[src/rtl/alu_issue_stage.sv]
// alu_issue_stage -- ID/EX pipeline register feeding the combinational ALU.
//
// Holds one decoded instruction and presents alu_op / operand A / operand B
// until the execute/memory stage accepts it. Operand sources are register,
// PC or immediate. Register values may be bypassed from MEM/WB.
//
// Optional feature macro: ALU_ISSUE_FWD_EN
//   defined   : MEM/WB bypass when the instruction is captured, and snoop
//               updates of the stored rs values while the instruction stalls.
//   undefined : forwarding inputs are ignored; rs values come only from
//               the decode read data. The port list is the same.
//
// Ports:
//   i_clk, i_rst_n           clock, async active-low reset
//   i_flush                  kill held and incoming instruction
//   i_dec_* / o_dec_ready    decode-side valid/ready handshake and fields
//   i_mem_fwd_*, i_wb_fwd_*  MEM/WB destination, write enable and result
//   o_ex_valid / i_ex_ready  execute-side handshake
//   o_alu_op, o_operand_a/b  to the ALU
//   o_ex_rd_addr, o_ex_rd_we held destination

package riscv_defines;
  typedef enum logic [3:0] {
    ALU_NOP  = 4'd0,
    ALU_ADD  = 4'd1,
    ALU_SUB  = 4'd2,
    ALU_AND  = 4'd3,
    ALU_OR   = 4'd4,
    ALU_XOR  = 4'd5,
    ALU_SLL  = 4'd6,
    ALU_SRL  = 4'd7,
    ALU_SRA  = 4'd8,
    ALU_SLT  = 4'd9,
    ALU_SLTU = 4'd10,
    ALU_LUI  = 4'd11
  } alu_op_t;
endpackage

module alu_issue_stage
  import riscv_defines::*;
#(
  parameter int unsigned DATA_WIDTH = 32,
  parameter int unsigned REG_ADDR_W = 5
) (
  input  logic                  i_clk,
  input  logic                  i_rst_n,
  input  logic                  i_flush,
  input  logic                  i_dec_valid,
  output logic                  o_dec_ready,
  input  alu_op_t               i_dec_alu_op,
  input  logic [REG_ADDR_W-1:0] i_dec_rs1_addr,
  input  logic [REG_ADDR_W-1:0] i_dec_rs2_addr,
  input  logic [DATA_WIDTH-1:0] i_dec_rs1_data,
  input  logic [DATA_WIDTH-1:0] i_dec_rs2_data,
  input  logic [DATA_WIDTH-1:0] i_dec_pc,
  input  logic [DATA_WIDTH-1:0] i_dec_imm,
  input  logic                  i_dec_use_pc,
  input  logic                  i_dec_use_imm,
  input  logic [REG_ADDR_W-1:0] i_dec_rd_addr,
  input  logic                  i_dec_rd_we,
  input  logic                  i_mem_fwd_we,
  input  logic                  i_wb_fwd_we,
  input  logic [REG_ADDR_W-1:0] i_mem_fwd_rd,
  input  logic [REG_ADDR_W-1:0] i_wb_fwd_rd,
  input  logic [DATA_WIDTH-1:0] i_mem_fwd_data,
  input  logic [DATA_WIDTH-1:0] i_wb_fwd_data,
  output logic                  o_ex_valid,
  input  logic                  i_ex_ready,
  output alu_op_t               o_alu_op,
  output logic [DATA_WIDTH-1:0] o_operand_a,
  output logic [DATA_WIDTH-1:0] o_operand_b,
  output logic [REG_ADDR_W-1:0] o_ex_rd_addr,
  output logic                  o_ex_rd_we
);

  typedef struct packed {
    alu_op_t               op;
    logic [DATA_WIDTH-1:0] rs1_val;
    logic [DATA_WIDTH-1:0] rs2_val;
    logic [DATA_WIDTH-1:0] pc;
    logic [DATA_WIDTH-1:0] imm;
    logic                  use_pc;
    logic                  use_imm;
    logic [REG_ADDR_W-1:0] rd;
    logic                  rd_we;
  } entry_t;

  logic   valid_q, valid_d;
  entry_t entry_q, entry_d;
  logic   capture;

`ifdef ALU_ISSUE_FWD_EN
  logic [REG_ADDR_W-1:0] rs1_q, rs1_d;
  logic [REG_ADDR_W-1:0] rs2_q, rs2_d;

  // MEM beats WB; x0 is never bypassed. With no match the caller's fallback
  // is kept: regfile data at capture, the stored value while snooping.
  function automatic logic [DATA_WIDTH-1:0] bypass(
    input logic [REG_ADDR_W-1:0] rs,
    input logic [DATA_WIDTH-1:0] fallback
  );
    if (rs == '0)                             return fallback;
    else if (i_mem_fwd_we && i_mem_fwd_rd == rs) return i_mem_fwd_data;
    else if (i_wb_fwd_we && i_wb_fwd_rd == rs)   return i_wb_fwd_data;
    else                                      return fallback;
  endfunction
`else
  logic fwd_unused;
  assign fwd_unused = ^{i_mem_fwd_we, i_wb_fwd_we, i_mem_fwd_rd, i_wb_fwd_rd,
                        i_mem_fwd_data, i_wb_fwd_data,
                        i_dec_rs1_addr, i_dec_rs2_addr};
`endif

  assign o_dec_ready = !valid_q || i_ex_ready;
  assign capture     = i_dec_valid && o_dec_ready;

  always_comb begin
    valid_d = valid_q;
    entry_d = entry_q;
`ifdef ALU_ISSUE_FWD_EN
    rs1_d   = rs1_q;
    rs2_d   = rs2_q;
`endif
    if (i_flush) begin
      valid_d = 1'b0;
    end else if (capture) begin
      valid_d         = 1'b1;
      entry_d.op      = i_dec_alu_op;
      entry_d.pc      = i_dec_pc;
      entry_d.imm     = i_dec_imm;
      entry_d.use_pc  = i_dec_use_pc;
      entry_d.use_imm = i_dec_use_imm;
      entry_d.rd      = i_dec_rd_addr;
      entry_d.rd_we   = i_dec_rd_we;
`ifdef ALU_ISSUE_FWD_EN
      rs1_d           = i_dec_rs1_addr;
      rs2_d           = i_dec_rs2_addr;
      entry_d.rs1_val = bypass(i_dec_rs1_addr, i_dec_rs1_data);
      entry_d.rs2_val = bypass(i_dec_rs2_addr, i_dec_rs2_data);
`else
      entry_d.rs1_val = i_dec_rs1_data;
      entry_d.rs2_val = i_dec_rs2_data;
`endif
    end else if (valid_q && i_ex_ready) begin
      valid_d = 1'b0;
`ifdef ALU_ISSUE_FWD_EN
    end else if (valid_q) begin
      // Stalled: pick up results retiring underneath the held instruction.
      entry_d.rs1_val = bypass(rs1_q, entry_q.rs1_val);
      entry_d.rs2_val = bypass(rs2_q, entry_q.rs2_val);
`endif
    end
  end

  always_ff @(posedge i_clk or negedge i_rst_n) begin
    if (!i_rst_n) begin
      valid_q    <= 1'b0;
      entry_q    <= '0;
      entry_q.op <= ALU_NOP;
`ifdef ALU_ISSUE_FWD_EN
      rs1_q      <= '0;
      rs2_q      <= '0;
`endif
    end else begin
      valid_q    <= valid_d;
      entry_q    <= entry_d;
`ifdef ALU_ISSUE_FWD_EN
      rs1_q      <= rs1_d;
      rs2_q      <= rs2_d;
`endif
    end
  end

  // Operands keep their last values when idle; op and write enable are
  // squashed so a bubble can never write the register file.
  assign o_ex_valid   = valid_q;
  assign o_alu_op     = valid_q ? entry_q.op : ALU_NOP;
  assign o_ex_rd_we   = valid_q && entry_q.rd_we;
  assign o_ex_rd_addr = entry_q.rd;
  assign o_operand_a  = entry_q.use_pc  ? entry_q.pc  : entry_q.rs1_val;
  assign o_operand_b  = entry_q.use_imm ? entry_q.imm : entry_q.rs2_val;

endmodule

[config.mk]
export PLATFORM = sky130hd
export DESIGN_NAME = alu_issue_stage
export DESIGN_NICKNAME = d
export VERILOG_FILES = /design/src/rtl/alu_issue_stage.sv
export SDC_FILE = /design/constraint.sdc
export NUM_CORES = 1
export LEC_CHECK = 0
export BUFFER_PORTS_ARGS = -buffer_cell sky130_fd_sc_hd__buf_2
export CORE_UTILIZATION = 32
export CTS_BUF_LIST = sky130_fd_sc_hd__clkbuf_16
export DETAILED_ROUTE_END_ITERATION = 6
export SETUP_SLACK_MARGIN = 0.05
export SYNTH_ARGS = -nofsm -noshare
export SYNTH_HDL_FRONTEND = slang
export SYNTH_SLANG_ARGS = --single-unit
[constraint.sdc]
create_clock -name i_clk -period 2.8 [get_ports i_clk]
set_input_delay 0.56 -clock i_clk [delete_from_list [all_inputs] [get_ports i_clk]]
set_output_delay 0.56 -clock i_clk [all_outputs]
set_load 0.02 [all_outputs]
==> impl_metrics.yaml, run 1 <==
timing:
  fin_worst_skew_ns: 0.006218
  rsz0062_at_grt: "no"
  max_slew.worst_pin.slew_ns: 0.4966
  slew-limit-headroom_pct: 66.90
  slew_viol_final: 0
  finalSetupTns_ns: 0
  finalHoldViolCount: 0
  fmax_ghz: 0.4359
  finalSetupViolCount: 0
  min_period_ns: 2.294
  fin_crit_sh_pct: 81.93
logic_synthesis:
  synth-seq-cells: 141
  synthSimpleGateAreaFrac_pct: 0.9842
  synth-compound-area-share_pct: 0
  synth-xor-area-share_pct: 0
  yosysWarnings: 0
  ys_types: 12
  synth_top_family_by_area: "multiplexers"
  yosys.area.top_type: "dfrtp_1"
  synthAdderAreaFrac_pct: 0
  syn_nets: 614
  synth_top_area_share_pct: 57.82
  synthMuxAreaShare_pct: 37.65
  synth_area_leaders: "dfrtp_1 (58%), mux2_2 (19%), mux2_1 (18%), buf_6 (2.0%), buf_4 (0.62%)"
  syn_area_um2: 6102
  yosysSeqAreaShare_pct: 57.82
  syn-mean-instance-area_um2: 15.93
  syn_inst: 383
setup_path:
  cp-end-kind: "primary output"
  crit_slowest_cell: "buf_4"
  critPathMaxStageDelay_ns: 0.42
  path_cells: "buf_4, mux2_2, buf_2"
  path_class: "reg -> out"
  critPathMaxFanout: 33
  crit_family: "buffers and inverters"
  required_ns: 2.24
  critical_path_buf_inv_count: 2
  critPathLaunchType: "flop"
  crit_arrival_ns: 1.73
place:
  numPortBuffers: 220
  finalWeightedCongestion: 0.7200
  post_dp_cell_area_um2: 7386
  dpl.hpwl_um: 8891
global_routing:
  grt_pass1_vias: 4246
  grt_pass1_wl_um: 21160
  track_usage_pct: 13.62
  antenna_found_initial: 0
  grt_max_degree: 77
  grt-ovfl-total: 0
floorplanning:
  core_area_um2: 18710
  die-area_um2: 19630
  initial_utilization_pct: 32.62
  rows: 50
  dieWidth_um: 140.1
  die_h_um: 140.1
  ioPinCount: 307
clock_network:
  tritoncts: "built"
  cts_buffer_depth: 2
  cts_hold_buf: 0
  cts_resized: 0
  postCtsSetupBuffers: 0
  cts_num_sinks: 141
  htree_levels: 4
  path_clk_slew_ns: 0.06
  clock_latency_ns: 0.42
  cts_root_buf: "clkbuf_16"
  cts_buffers: 17
detailed_routing:
  wl_um: 12680
  ant_nets: 0
  dr.pass1.iters: 4
  num_vias: 3870
  avgRoutedWirePerCell_um: 14.95
  viasPerCell: 4.564
  drt_iter0_drc: 76
  drc_errors: 0
worst_hold_path:
  hp-class: "in -> async"
power_and_ir_drop:
  peakVddDrop_uv: 404.9
  power_density_nw_per_um2: 804.3
  leakage_uw: 0.003732
run_status:
  status: "complete, no violations"
flow_run:
  maxCapViolCount: 0
finish:
  fillCellCount: 1773
  drive_above_1_share_pct: 59.12
  fin_area_um2: 8033
  diodes: 0
  syn2layout_area_growth_pct: 31.64
  nNetsFinal: 832
## kinds of logic after synthesis
| group | count (synthesis) |
|---|---|
| multiplexers | 204 |
| flip-flops | 141 |
| buffers and inverters | 29 |
| AND/OR/NAND/NOR | 9 |
## cell usage after synthesis (all sizes together)
cell    instances
and2            5
dfrtp         141
nor2b           1
nor2            2
buf            21
nor3b           1
mux2          204
clkbuf          7
inv             1
## layout by cell type, fill, tap and decap left out, types with 2 or more instances in the layout
cell type / instances
mux2_2: 104
clkinv_4: 4
buf_2: 219
clkbuf_16: 17
clkinvlp_4: 2
bufinv_16: 5
dfrtp_1: 141
inv_1: 2
nor2_1: 2
buf_4: 4
buf_12: 3
mux2_1: 100
and2_1: 5
## area by class of cell
class,instances,area (µm²),share of cell area [%]
clock buffer,17,425.4,5.296
clock inverter,15,221.5,2.757
inverter,1,3.754,0.04673
multi-input combinational,213,2364,29.42
sequential,141,3528,43.93
tap,234,292.8,3.645
timing repair buffer,227,1197,14.91
## worst paths after layout
check	startpoint	to	slack, ns	cells after the start
worst max register to register	o_ex_valid$_DFFE_PN0P_	entry_q[37]$_DFFE_PN0P_	0.89	4
max in group asynchronous	i_rst_n	entry_q[119]$_DFFE_PN0P_	1.97	2
min in group i_clk	i_flush	o_ex_valid$_DFFE_PN0P_	0.35	2
worst max-delay path	entry_q[6]$_DFFE_PN0P_	o_operand_b[9]	0.51	3
worst min-delay path	i_rst_n	entry_q[85]$_DFFE_PN0P_	0.08	1
worst min register to register	entry_q[40]$_DFFE_PN0P_	entry_q[40]$_DFFE_PN0P_	0.48	1
## metal layers
layer | up-vias | wire length [µm] | GRT usage, % | share of wire (%)
li1 | 1794 | - | - | -
met1 | 1926 | 5446 | 16.30 | 43
met2 | 138 | 6182 | 22.66 | 49
met3 | 12 | 893 | 4.957 | 7.0
met4 | 0 | 153 | 4.511 | 1.2
met5 | - | 0 | 0 | 0
## metrics by stage
step	setup slack [ns]	util [%]	hold WS (ns)	instances	power (µW)
final	0.5059	42.94	0.07862	848	6461
after global routing	0.4178	42.94	0.1066	848	6802
after CTS	0.4634	42.94	0.08657	848	6577
after detailed placement	0.8422	39.48	0.4718	816	4067
after global placement	0.8821	39.48	0.4619	816	4006
after floorplan	0.9573	-	0.2644	383	3556
## sequential cells by signal (all words and copies together) (netlist names)
name	flops
o_ex_valid	1
entry_q	135
o_ex_rd_addr	5
## report_power, final
part	leakage (µW)	switching, µW	internal (µW)	total, µW
Combinational	0.00176	764	706	1470
Clock	0.000312	874	1580	2450
Sequential	0.00166	152	2380	2540
Total	0.00373	1790	4670	6460
(Power assumes the default switching activity.)
==> run 2, diff against run 1 <==
Clock period 2.8 ns to 1.9 ns, I/O delays scaled along.
==> run 2 against run 1 <==
Against the previous run: the flow now finishes with violations (setup timing); global-route usage grew 0.94 points; combinational power is 95% higher; first-iteration DRC count down 6.6%; non-clock buffer count up 15; die area did not move; critical path depth is 1 higher; cell count is 1.8% higher; clock power is 29% higher; via count grew 1.1%; largest cell class unchanged; largest power group unchanged.
==> impl_metrics.yaml, run 2 (synthesis results as in run 1) <==
detailed_routing:
  num_vias: 3914
  avgRoutedWirePerCell_um: 16.04
  dr.pass1.iters: 4
  wl_um: 13840
  drt_iter0_drc: 71
  drc_errors: 0
  top_layer: "met4"
  wl_met3_um: 918
  viasPerCell: 4.535
  met1_length_um: 5891
  ant_nets: 0
  wl_met2_um: 6821
setup_path:
  critPathLaunchType: "flop"
  required_ns: 1.52
  endpoint: "o_operand_b[4]"
  reg2regPathDepth: 5
  ff2ff_setup_slack_ns: 0.15
  path_class: "reg -> out"
  cp-end-kind: "primary output"
  critPathMaxFanout: 8
  reg2reg_to: "entry_q[48]$_DFFE_PN0P_"
  r2r-start: "o_ex_valid$_DFFE_PN0P_"
  crit_arrival_ns: 1.58
  crit_path_start: "entry_q[6]$_DFFE_PN0P_"
finish:
  diodes: 0
  layout.cells.non_filler: 863
  top_register: "entry_q"
  final_common_cell: "buf_2"
  layout_common_cells: "buf_2 (167), dfrtp_1 (139), mux2_1 (100)"
  syn2layout_area_growth_pct: 41.52
  largest_reg_flops: 135
  nNetsFinal: 847
  fillCellCount: 1684
  drive_above_1_share_pct: 59.78
place:
  dpl.hpwl_um: 9256
  dp.cells: 822
  finalWeightedCongestion: 0.7277
  numPortBuffers: 220
timing:
  finalSetupTns_ns: -1.131
  min_period_ns: 1.964
  slew_viol_final: 0
  fmax_ghz: 0.5092
  finalSetupViolCount: 35
  fin_worst_skew_ns: 0.005776
  slew-limit-headroom_pct: 72.60
  finalHoldViolCount: 0
  setup_slack_ns: -0.06393
  hold_ws_ns: 0.1724
  rsz0062_at_grt: "yes"
  fin_crit_sh_pct: 103.4
  max_slew.worst_pin.slew_ns: 0.4109
floorplanning:
  initial_utilization_pct: 32.62
  dieWidth_um: 140.1
  core_area_um2: 18710
  ioPinCount: 307
  die-area_um2: 19630
  die_h_um: 140.1
  rows: 50
clock_network:
  clock_latency_ns: 0.41
  htree_levels: 4
  cts_buffers: 17
  path_clk_slew_ns: 0.06
  tritoncts: "built"
  cts_num_sinks: 141
  cts_buffer_depth: 2
  cts_root_buf: "clkbuf_16"
worst_hold_path:
  min_from: "i_flush"
  hp-class: "in -> reg"
global_routing:
  track_usage_pct: 14.56
  grt_pass1_vias: 4402
  grt_pass1_wl_um: 22050
  antenna_found_initial: 0
  grt-ovfl-total: 0
  grt_max_degree: 72
power_and_ir_drop:
  power_uw: 9789
  leakage_uw: 0.004063
  power_density_nw_per_um2: 1133
  peakVddDrop_uv: 566.8
flow_run:
  maxCapViolCount: 0
run_status:
  failed_checks: "setup timing"
  status: "complete, but fails checks"
[run 2: worst max-delay path: stages (launching register included)]
cell and delay [ns]:
dfrtp_2 0.44, buf_12 0.15, buf_12 0.14, mux2_4 0.31
buf_6 0.13
[run 2: worst min-delay path by stage]
| stage | slack (ns) | cells after the start | to |
|---|---|---|---|
| after detailed placement | 0.32 | 1 | entry_q[24]$_DFFE_PN0P_ |
| after global routing | 0.16 | 2 | entry_q[77]$_DFFE_PN0P_ |
| after floorplan | 0.08 | 0 | entry_q[0]$_DFFE_PN0P_ |
| after CTS | 0.16 | 2 | o_ex_valid$_DFFE_PN0P_ |
| after global placement | 0.31 | 1 | entry_q[88]$_DFFE_PN0P_ |
| final | 0.17 | 2 | o_ex_valid$_DFFE_PN0P_ |
[run 2: area by class of cell]
| type | count | area, µm² | area share, % |
|---|---|---|---|
| well taps | 234 | 292.8 | 3.390 |
| inverters | 1 | 3.754 | 0.04347 |
| clock inverters | 15 | 130.1 | 1.507 |
| clock buffers | 17 | 425.4 | 4.926 |
| multi-input cells | 213 | 2502 | 28.98 |
| flip-flops and latches | 141 | 3531 | 40.89 |
| repair buffers | 242 | 1750 | 20.27 |
[run 2: metrics by stage]
step	cell area, µm²	setup WS [ns]	util (%)
after global routing	8636	-0.1191	46.17
final	8636	-0.06393	46.17
after global placement	7468	0.1824	39.93
after CTS	8437	-0.1026	45.10
after floorplan	6102	0.2088	-
after detailed placement	7468	0.1496	39.93
[run 2: repair_timing]
| action | CTS | global route |
|---|---|---|
| setup endpoints to repair | 64 | 64 |
| pin swaps | 0 | 0 |
| hold buffers | 1 | 0 |
| gates cloned | 3 | 2 |
| setup buffers | 4 | 0 |
| hold endpoints to repair | 34 | 0 |
| gates resized for setup | 90 | 58 |
[run 2: metal layers]
layer  global-route usage (%)  up-vias
met5                        0        -
met4                    4.511        0
met3                    5.436       13
met2                    24.32      140
met1                    17.37     1942
li1                         -     1819
[run 2: power by group]
part	switching [µW]	internal, µW
registers	254	3520
clock network	1250	1900
logic	1250	1610
